**config.mk**
```make
export PLATFORM = sky130hd
export DESIGN_NAME = moving_average_n
export DESIGN_NICKNAME = d
export VERILOG_FILES = /design/src/rtl/moving_average_n_pkg.sv /design/src/rtl/moving_average_n_window.sv /design/src/rtl/moving_average_n.sv
export SDC_FILE = /design/constraint.sdc
export NUM_CORES = 1
export LEC_CHECK = 0
export BUFFER_PORTS_ARGS = -buffer_cell sky130_fd_sc_hd__buf_2
export CAP_MARGIN = 20
export CELL_PAD_IN_SITES_DETAIL_PLACEMENT = 0
export CELL_PAD_IN_SITES_GLOBAL_PLACEMENT = 1
export CORE_UTILIZATION = 41
export DETAILED_ROUTE_END_ITERATION = 10
export GPL_TIMING_DRIVEN = 0
export PLACE_DENSITY = 0.85
export SETUP_SLACK_MARGIN = 0.2
export SYNTH_ARGS = -nofsm -noshare
export SYNTH_HDL_FRONTEND = slang
export SYNTH_SLANG_ARGS = --single-unit
```
**constraint.sdc**
```tcl
create_clock -name clk -period 3.6 [get_ports clk]
set_input_delay 0.36 -clock clk [delete_from_list [all_inputs] [get_ports clk]]
set_output_delay 0.36 -clock clk [all_outputs]
set_load 0.01 [all_outputs]
```
**src/rtl/moving_average_n_pkg.sv**
```systemverilog
// Shared types and bit-vector conversion helpers for the moving-average filter.
// The types describe the default 8-bit / 4-tap configuration.
package moving_average_n_types;

  localparam int DEF_WIDTH = 8;
  localparam int DEF_DEPTH = 4;
  localparam int DEF_L     = $clog2(DEF_DEPTH);

  typedef logic signed [DEF_WIDTH-1:0]       sample_t;
  typedef sample_t     [DEF_DEPTH-1:0]       window_t;
  typedef logic signed [DEF_WIDTH+DEF_L-1:0] sum_t;

  function automatic logic [DEF_WIDTH-1:0] sample_to_lv(input sample_t s);
    return s;
  endfunction

  function automatic logic [DEF_DEPTH*DEF_WIDTH-1:0] window_to_lv(input window_t w);
    return w;
  endfunction

  function automatic logic [DEF_WIDTH+DEF_L-1:0] sum_to_lv(input sum_t s);
    return s;
  endfunction

endpackage

```
**src/rtl/moving_average_n_window.sv**
```systemverilog
// Circular sample buffer with write pointer and saturating fill count.
// The slot about to be overwritten is presented combinationally as the evicted sample.
module moving_average_n_window
  import moving_average_n_types::*;
#(
  parameter int WIDTH = DEF_WIDTH,
  parameter int DEPTH = DEF_DEPTH,
  localparam int L    = $clog2(DEPTH)
) (
  input  logic                    clk,
  input  logic                    rst,
  input  logic                    push,
  input  logic                    clear,
  input  logic signed [WIDTH-1:0] data,
  output logic signed [WIDTH-1:0] oldest,
  output logic [L:0]              fill
);

  localparam logic [L:0] FULL = (L+1)'(DEPTH);

  logic [DEPTH-1:0][WIDTH-1:0] mem;
  logic [L-1:0]                wp;

  assign oldest = mem[wp];

  always_ff @(posedge clk or posedge rst) begin
    if (rst) begin
      mem  <= '0;
      wp   <= '0;
      fill <= '0;
    end else if (clear) begin
      mem  <= '0;
      wp   <= '0;
      fill <= '0;
    end else if (push) begin
      mem[wp] <= data;
      // DEPTH is a power of two, so the pointer wraps by natural overflow
      wp      <= wp + L'(1);
      if (fill != FULL) fill <= fill + (L+1)'(1);
    end
  end

endmodule

```
**src/rtl/moving_average_n.sv**
```systemverilog
// Streaming moving-average filter: running sum of the last DEPTH samples,
// divided by DEPTH with floor or round-half-up, one cycle of latency.
module moving_average_n
  import moving_average_n_types::*;
#(
  parameter int WIDTH = DEF_WIDTH,
  parameter int DEPTH = DEF_DEPTH,
  parameter int ROUND = 0,
  localparam int L    = $clog2(DEPTH)
) (
  input  logic                      clk,
  input  logic                      rst,
  input  logic                      in_valid,
  input  logic signed [WIDTH-1:0]   in_data,
  input  logic                      clear,
  output logic                      out_valid,
  output logic signed [WIDTH-1:0]   out_data,
  output logic signed [WIDTH+L-1:0] out_sum,
  output logic                      window_full
);

  localparam int SW         = WIDTH + L;
  localparam int BIAS       = (ROUND != 0) ? (1 << (L - 1)) : 0;
  localparam logic [L:0] FULL = (L+1)'(DEPTH);

  logic signed [WIDTH-1:0] oldest;
  logic [L:0]              fill;
  logic signed [SW-1:0]    acc, acc_next, in_ext, old_ext;
  logic signed [SW:0]      rnd;
  logic                    accept;
  logic                    unused_rnd_bits;

  assign accept = in_valid & ~clear;

  moving_average_n_window #(
    .WIDTH (WIDTH),
    .DEPTH (DEPTH)
  ) u_window (
    .clk    (clk),
    .rst    (rst),
    .push   (accept),
    .clear  (clear),
    .data   (in_data),
    .oldest (oldest),
    .fill   (fill)
  );

  assign in_ext   = {{L{in_data[WIDTH-1]}}, in_data};
  assign old_ext  = {{L{oldest[WIDTH-1]}}, oldest};
  assign acc_next = acc + in_ext - old_ext;

  // One extra bit keeps the rounding bias from wrapping at the positive extreme
  assign rnd = {acc_next[SW-1], acc_next} + (SW+1)'(BIAS);
  assign unused_rnd_bits = ^{rnd[SW], rnd[L-1:0]};

  assign window_full = (fill == FULL);

  always_ff @(posedge clk or posedge rst) begin
    if (rst) begin
      acc       <= '0;
      out_valid <= 1'b0;
      out_data  <= '0;
      out_sum   <= '0;
    end else if (clear) begin
      acc       <= '0;
      out_valid <= 1'b0;
      out_data  <= '0;
      out_sum   <= '0;
    end else if (in_valid) begin
      acc       <= acc_next;
      out_valid <= 1'b1;
      out_data  <= rnd[SW-1:L];
      out_sum   <= acc_next;
    end else begin
      out_valid <= 1'b0;
    end
  end

endmodule

```
==> results.yml, run 1 <==
power:
  p_leak_nw: 1.65
  total_power_mw: 2.11
  vdd_drop_max_v: 0.000244
  power_density_nw_per_um2: 599
placed_design:
  dp_hpwl_um: 5280
  numPortBuffers: 31
  place_area_um2: 3290
  gp_congestion: 0.889
route:
  drcViolationCount: 0
  drt_first_pass_iters: 4
  avgRoutedWirePerCell_um: 16.3
  num_vias: 2477
  initialDrtViolationCount: 114
  drt_wl_total_um: 7550
  viasPerCell: 5.34
  drtAntennaViolNets: 0
finish:
  final_area_um2: 3520
  diodes: 0
  areaGrowthSynthToFinish_pct: 17.5
  finalNetCount: 405
  final_cell_mix: "dfrtp_1, nand2_1, inv_1"
  drive_gt1_share_pct: 19.8
  final_common_cell: "dfrtp_1"
setup_path:
  required_ns: 3.84
  crit_path_start_kind: "flip-flop"
  worstPathArrival_ns: 3.55
  crit_fanout: 5
  path_class: "reg -> reg"
  endpoint_kind: "flip-flop"
hold_path:
  holdCritPathClass: "in -> async"
sta:
  relSlewSlack_pct: 47.9
  finalCritPeriodShare_pct: 92.0
  setup_viol: 0
  maxSlewViolCount: 0
  grt_setup_unrepaired: "true"
  clock_skew_ns: 0.00562
  period_needed_ns: 3.31
  worst_pin_slew_ns: 0.781
  fin_tns_setup_ns: 0
  hold_viol: 0
  fmax_mhz: 302
flow_run:
  drv_cap: 0
floorplan:
  rows: 30
  start_util_pct: 43.3
  die_area_um2: 7650
  die_w_um: 87.4
  die_y_um: 87.4
  core_um2: 6910
  io_pins: 32
global_route:
  antenna_found_initial: 0
  grt.overflow.total: 0
  grt_pass1_vias: 2541
  grtUsageTotal_pct: 21.9
  grt_max_degree: 31
  grt_pass1_wl_um: 12600
synth:
  synth-main-ff-cell: "dfrtp_1"
  syn_area_per_cell_um2: 9.27
  async_reset_ff_share_pct: 100
  netlist_area_um2: 2990
  syn_nets: 361
  yosysUniqueCellTypes: 35
  ys_seq_elements: 48
  synth_edf_count: 0
  yosysSeqAreaShare_pct: 40.1
  syn_inst: 323
  yosys_warnings: 0
clock_network:
  clockRootBuffer: "clkbuf_8"
  hold_buffers: 0
  clkLatencyLatePin_ns: 0.31
  clk_path_buf_depth: 2
  clock_sinks: 48
  cts_tree: "built"
  cts_buffers: 5
  htree_num_levels: 2
  clk_pin_slew_ns: 0.10
status:
  status: "complete, no violations"
sequential cells by signal, indices dropped and copies added, names as in the netlist:
name,cells
out_data,7
acc,3
u_window.fill,3
out_valid,1
u_window.mem,32
u_window.wp,2
final cells by class:
cell class | instances | area [um^2]
buffer | 25 | 144
clock inverter | 3 | 47.5
fill | 684 | 3390
timing repair buffer | 37 | 225
sequential | 48 | 1200
tap | 96 | 120
multi-input combinational | 209 | 1560
inverter | 41 | 154
clock buffer | 5 | 68.8
synth_stat cells, types with 8 or more instances:
master	number	area share, %
mux4_2	8	6.0
a21oi_1	41	6.9
ha_1	17	7.1
dfrtp_1	48	40
nand3_1	33	5.5
nor2_1	15	1.9
buf_4	8	2.0
buf_1	8	1.0
nand2_1	40	5.0
inv_1	41	5.1
fa_1	9	6.0
clkbuf_1	8	1.0
layer usage:
layer,global-route usage (%),vias to the layer above,wire length (um)
met4,8.05,0,136
li1,-,1160,-
met3,2.84,12,436
met1,29.9,1224,3270
met5,0,-,0
met2,35.9,81,3700
what timing repair did:
| item | in CTS | in global routing |
|---|---|---|
| setup buffers | 3 | 2 |
| pin swaps | 0 | 6 |
| endpoints found under the setup margin | 3 | 2 |
| gates resized for setup | 7 | 6 |
power by group:
part,switching [mW],total [mW],internal (mW),leakage [nW]
Sequential,0.0539,0.654,0.600,0.653
Combinational,0.560,1.04,0.478,0.936
Clock,0.205,0.415,0.210,0.0583
Total,0.819,2.11,1.29,1.65
final timing paths:
| kind | startpoint | slack, ns | cells past startpoint | endpoint |
|---|---|---|---|---|
| min in group clk | in_data[6] | 0.34 | 3 | u_window.mem[6] |
| worst max register to register | u_window.wp[0] | 0.29 | 11 | acc[9] |
| worst max-delay path | u_window.wp[0] | 0.29 | 11 | acc[9] |
| max in group asynchronous | rst | 3.05 | 3 | out_data[5] |
| worst min-delay path | rst | 0.04 | 2 | u_window.mem[0] |
| worst min register to register | u_window.mem[22] | 0.52 | 2 | u_window.mem[22] |
worst max-delay path, stage by stage (launching register included):
cell and delay, ns:
dfrtp_1 0.42, buf_12 0.14, buf_4 0.13, mux4_2 0.53
fa_1 0.49, inv_1 0.04, ha_1 0.34, a21oi_2 0.22
a211oi_2 0.10, or4b_1 0.50, a21o_1 0.19, a21oi_2 0.12
per-stage QoR:
step	util (%)	instances	hold WS [ns]	worst slack, ns
2_1_floorplan	-	323	0.497	0.231
3_3_place_gp	47.3	450	0.508	-0.0199
3_5_place_dp	47.6	451	0.395	-0.0900
4_1_cts	50.3	462	0.0616	0.234
5_1_grt	50.9	464	0.0861	0.184
6_report	50.9	464	0.0400	0.287
logic make-up (layout without fill, tap and decap cells):
kind of cell,Yosys count,count (layout),synth area share (%)
muxes,14,14,8.03
xor gates and xnor gates,8,8,2.34
and+or+nand+nor,102,102,15.8
adders and majority gates,26,26,13.1
DFF,48,48,40.1
AOI/OAI and AO/OA,59,59,11.2
buffers and inverters,66,111,9.32
Power figures use the tool's default switching activity.
==> run 2, diff against run 1 <==
--- a/config.mk
+++ b/config.mk
@@ -13,6 +13,7 @@
 export DETAILED_ROUTE_END_ITERATION = 10
 export GPL_TIMING_DRIVEN = 0
 export PLACE_DENSITY = 0.85
+export REMOVE_ABC_BUFFERS = 1
 export SETUP_SLACK_MARGIN = 0.2
 export SYNTH_ARGS = -nofsm -noshare
 export SYNTH_HDL_FRONTEND = slang
==> run 2 against run 1 <==
Final cell count shrank 5.0%. Fmax up 0.82%. Total power is 9.2% lower. Non-clock buffer count is 22 lower. Clock power down 24%. Setup slack better by 0.027 ns. Core utilization fell by 3.0 points. Sequential cell count did not move. Via count decreased by 7.2%. Combinational power is 9.5% lower. Sequential share of layout area grew 2.3 points.
==> results.yml, run 2 (same netlist as run 1, synthesis figures left out) <==
status:
  status: "complete, no violations"
power:
  power_density_nw_per_um2: 577
  vdd_drop_max_v: 0.000151
  p_leak_nw: 1.56
  total_power_mw: 1.91
sta:
  fin_tns_setup_ns: 0
  setup_viol: 0
  grt_setup_unrepaired: "true"
  period_needed_ns: 3.29
  worst_slack_ns: 0.314
  hold_ws_ns: 0.0299
  clock_skew_ns: 0.00602
  worst_pin_slew_ns: 1.11
  hold_viol: 0
  relSlewSlack_pct: 25.7
  fmax_mhz: 304
  maxSlewViolCount: 0
  finalCritPeriodShare_pct: 91.3
setup_path:
  crit_cells: 10
  crit_path_top_delay_cell: "mux4_2"
  r2r_cells: 10
  worstPathArrival_ns: 3.52
  path_class: "reg -> reg"
  timing.rr.end: "acc[9]"
  rr_startpoint: "u_window.wp[0]"
  r2r_setup_slack_ns: 0.31
  endpoint_kind: "flip-flop"
  path_cells: "mux4_2 -> fa_1 -> inv_1 -> ha_1 -> a21oi_1 -> nand4b_1 -> a211oi_1 -> or4b_1 -> a21o_1 -> a21oi_2"
  endpoint: "acc[9]"
  crit_fanout: 6
  required_ns: 3.83
  cpPeakStageDelay_ns: 0.55
  crit_path_start_kind: "flip-flop"
  crit_family: "adder cells"
  cp_num_buf_inv: 1
  cp-startpoint: "u_window.wp[0]"
global_route:
  grt.overflow.total: 0
  grtUsageTotal_pct: 18.6
  grt_pass1_wl_um: 10800
  grt_pass1_vias: 2222
  antenna_found_initial: 0
  grt_max_degree: 60
placed_design:
  dp_hpwl_um: 4310
  gp_congestion: 0.820
  place_area_um2: 3160
  pre_cts_ws_ns: -0.130
  numPortBuffers: 31
  dp.cells: 426
route:
  initialDrtViolationCount: 119
  drtAntennaViolNets: 0
  num_vias: 2299
  drt_wl_total_um: 6510
  drcViolationCount: 0
  drt_first_pass_iters: 4
  viasPerCell: 5.21
  avgRoutedWirePerCell_um: 14.8
finish:
  areaGrowthSynthToFinish_pct: 10.7
  final_common_cell: "dfrtp_1"
  largest_reg_flops: 32
  drive_gt1_share_pct: 17.7
  instances_no_fill: 441
  diodes: 0
  final_cell_mix: "dfrtp_1, a21oi_1, nand2_1, inv_1, nand3_1"
  largest-register: "u_window.mem"
  top_regs: "u_window.mem (32), out_data (7)"
  fin_util_pct: 48.0
  finalNetCount: 383
  final_area_um2: 3310
clock_network:
  hold_buffers: 0
  clock_sinks: 48
  clk_pin_slew_ns: 0.09
  clk_path_buf_depth: 2
  cts_buffers: 5
  htree_num_levels: 2
  cts_tree: "built"
  clockRootBuffer: "clkbuf_8"
  clkLatencyLatePin_ns: 0.31
floorplan:
  core_um2: 6910
  die_w_um: 87.4
  die_area_um2: 7650
  io_pins: 32
  die_y_um: 87.4
  start_util_pct: 43.3
  rows: 30
flow_run:
  drv_cap: 0
hold_path:
  holdCritPathClass: "in -> async"
-- run 2: worst min-delay path by stage --
stage	from	end	slack, ns	cells past startpoint
3_5_place_dp	rst	u_window.mem[8]	0.37	2
4_1_cts	rst	u_window.mem[18]	0.04	2
6_report	rst	u_window.mem[18]	0.03	2
3_3_place_gp	u_window.mem[14]	u_window.mem[14]	0.51	2
2_1_floorplan	clear	acc[9]	0.42	1
5_1_grt	rst	u_window.mem[8]	0.07	2
-- run 2: timing repair --
item,4_1_cts,5_1_grt
resized for setup,2,4
endpoints found under the setup margin,3,3
pin swaps,0,2
buffers inserted,5,3
-- run 2: area by class of cell --
class | instances | area, um^2
Timing Repair Buffer | 40 | 235
Clock inverter | 1 | 5.00
Fill cell | 686 | 3590
Multi-Input combinational cell | 209 | 1520
Clock buffer | 6 | 72.6
Inverter | 41 | 154
Tap cell | 96 | 120
Sequential cell | 48 | 1210
-- run 2: power by group --
part           internal, mW  total, mW  switching, mW
registers             0.601      0.654         0.0532
logic                 0.418      0.941          0.524
clock network         0.133      0.316          0.184
-- run 2: worst reg2reg max path, cell delays in order, from the launching register on --
cell and delay (ns):
dfrtp_4 0.47, mux4_2 0.55, fa_1 0.50, inv_1 0.07, ha_1 0.29, a21oi_1 0.17
nand4b_1 0.21, a211oi_1 0.12, or4b_1 0.51, a21o_1 0.21, a21oi_2 0.12
-- run 2: metal layers --
layer / GRT usage, % / routed length [um] / up-vias
met5: 0 / 0 / -
met4: 5.96 / 98 / 0
met3: 3.03 / 303 / 8
met2: 30.9 / 3090 / 62
met1: 25.0 / 3010 / 1117
li1: - / - / 1112
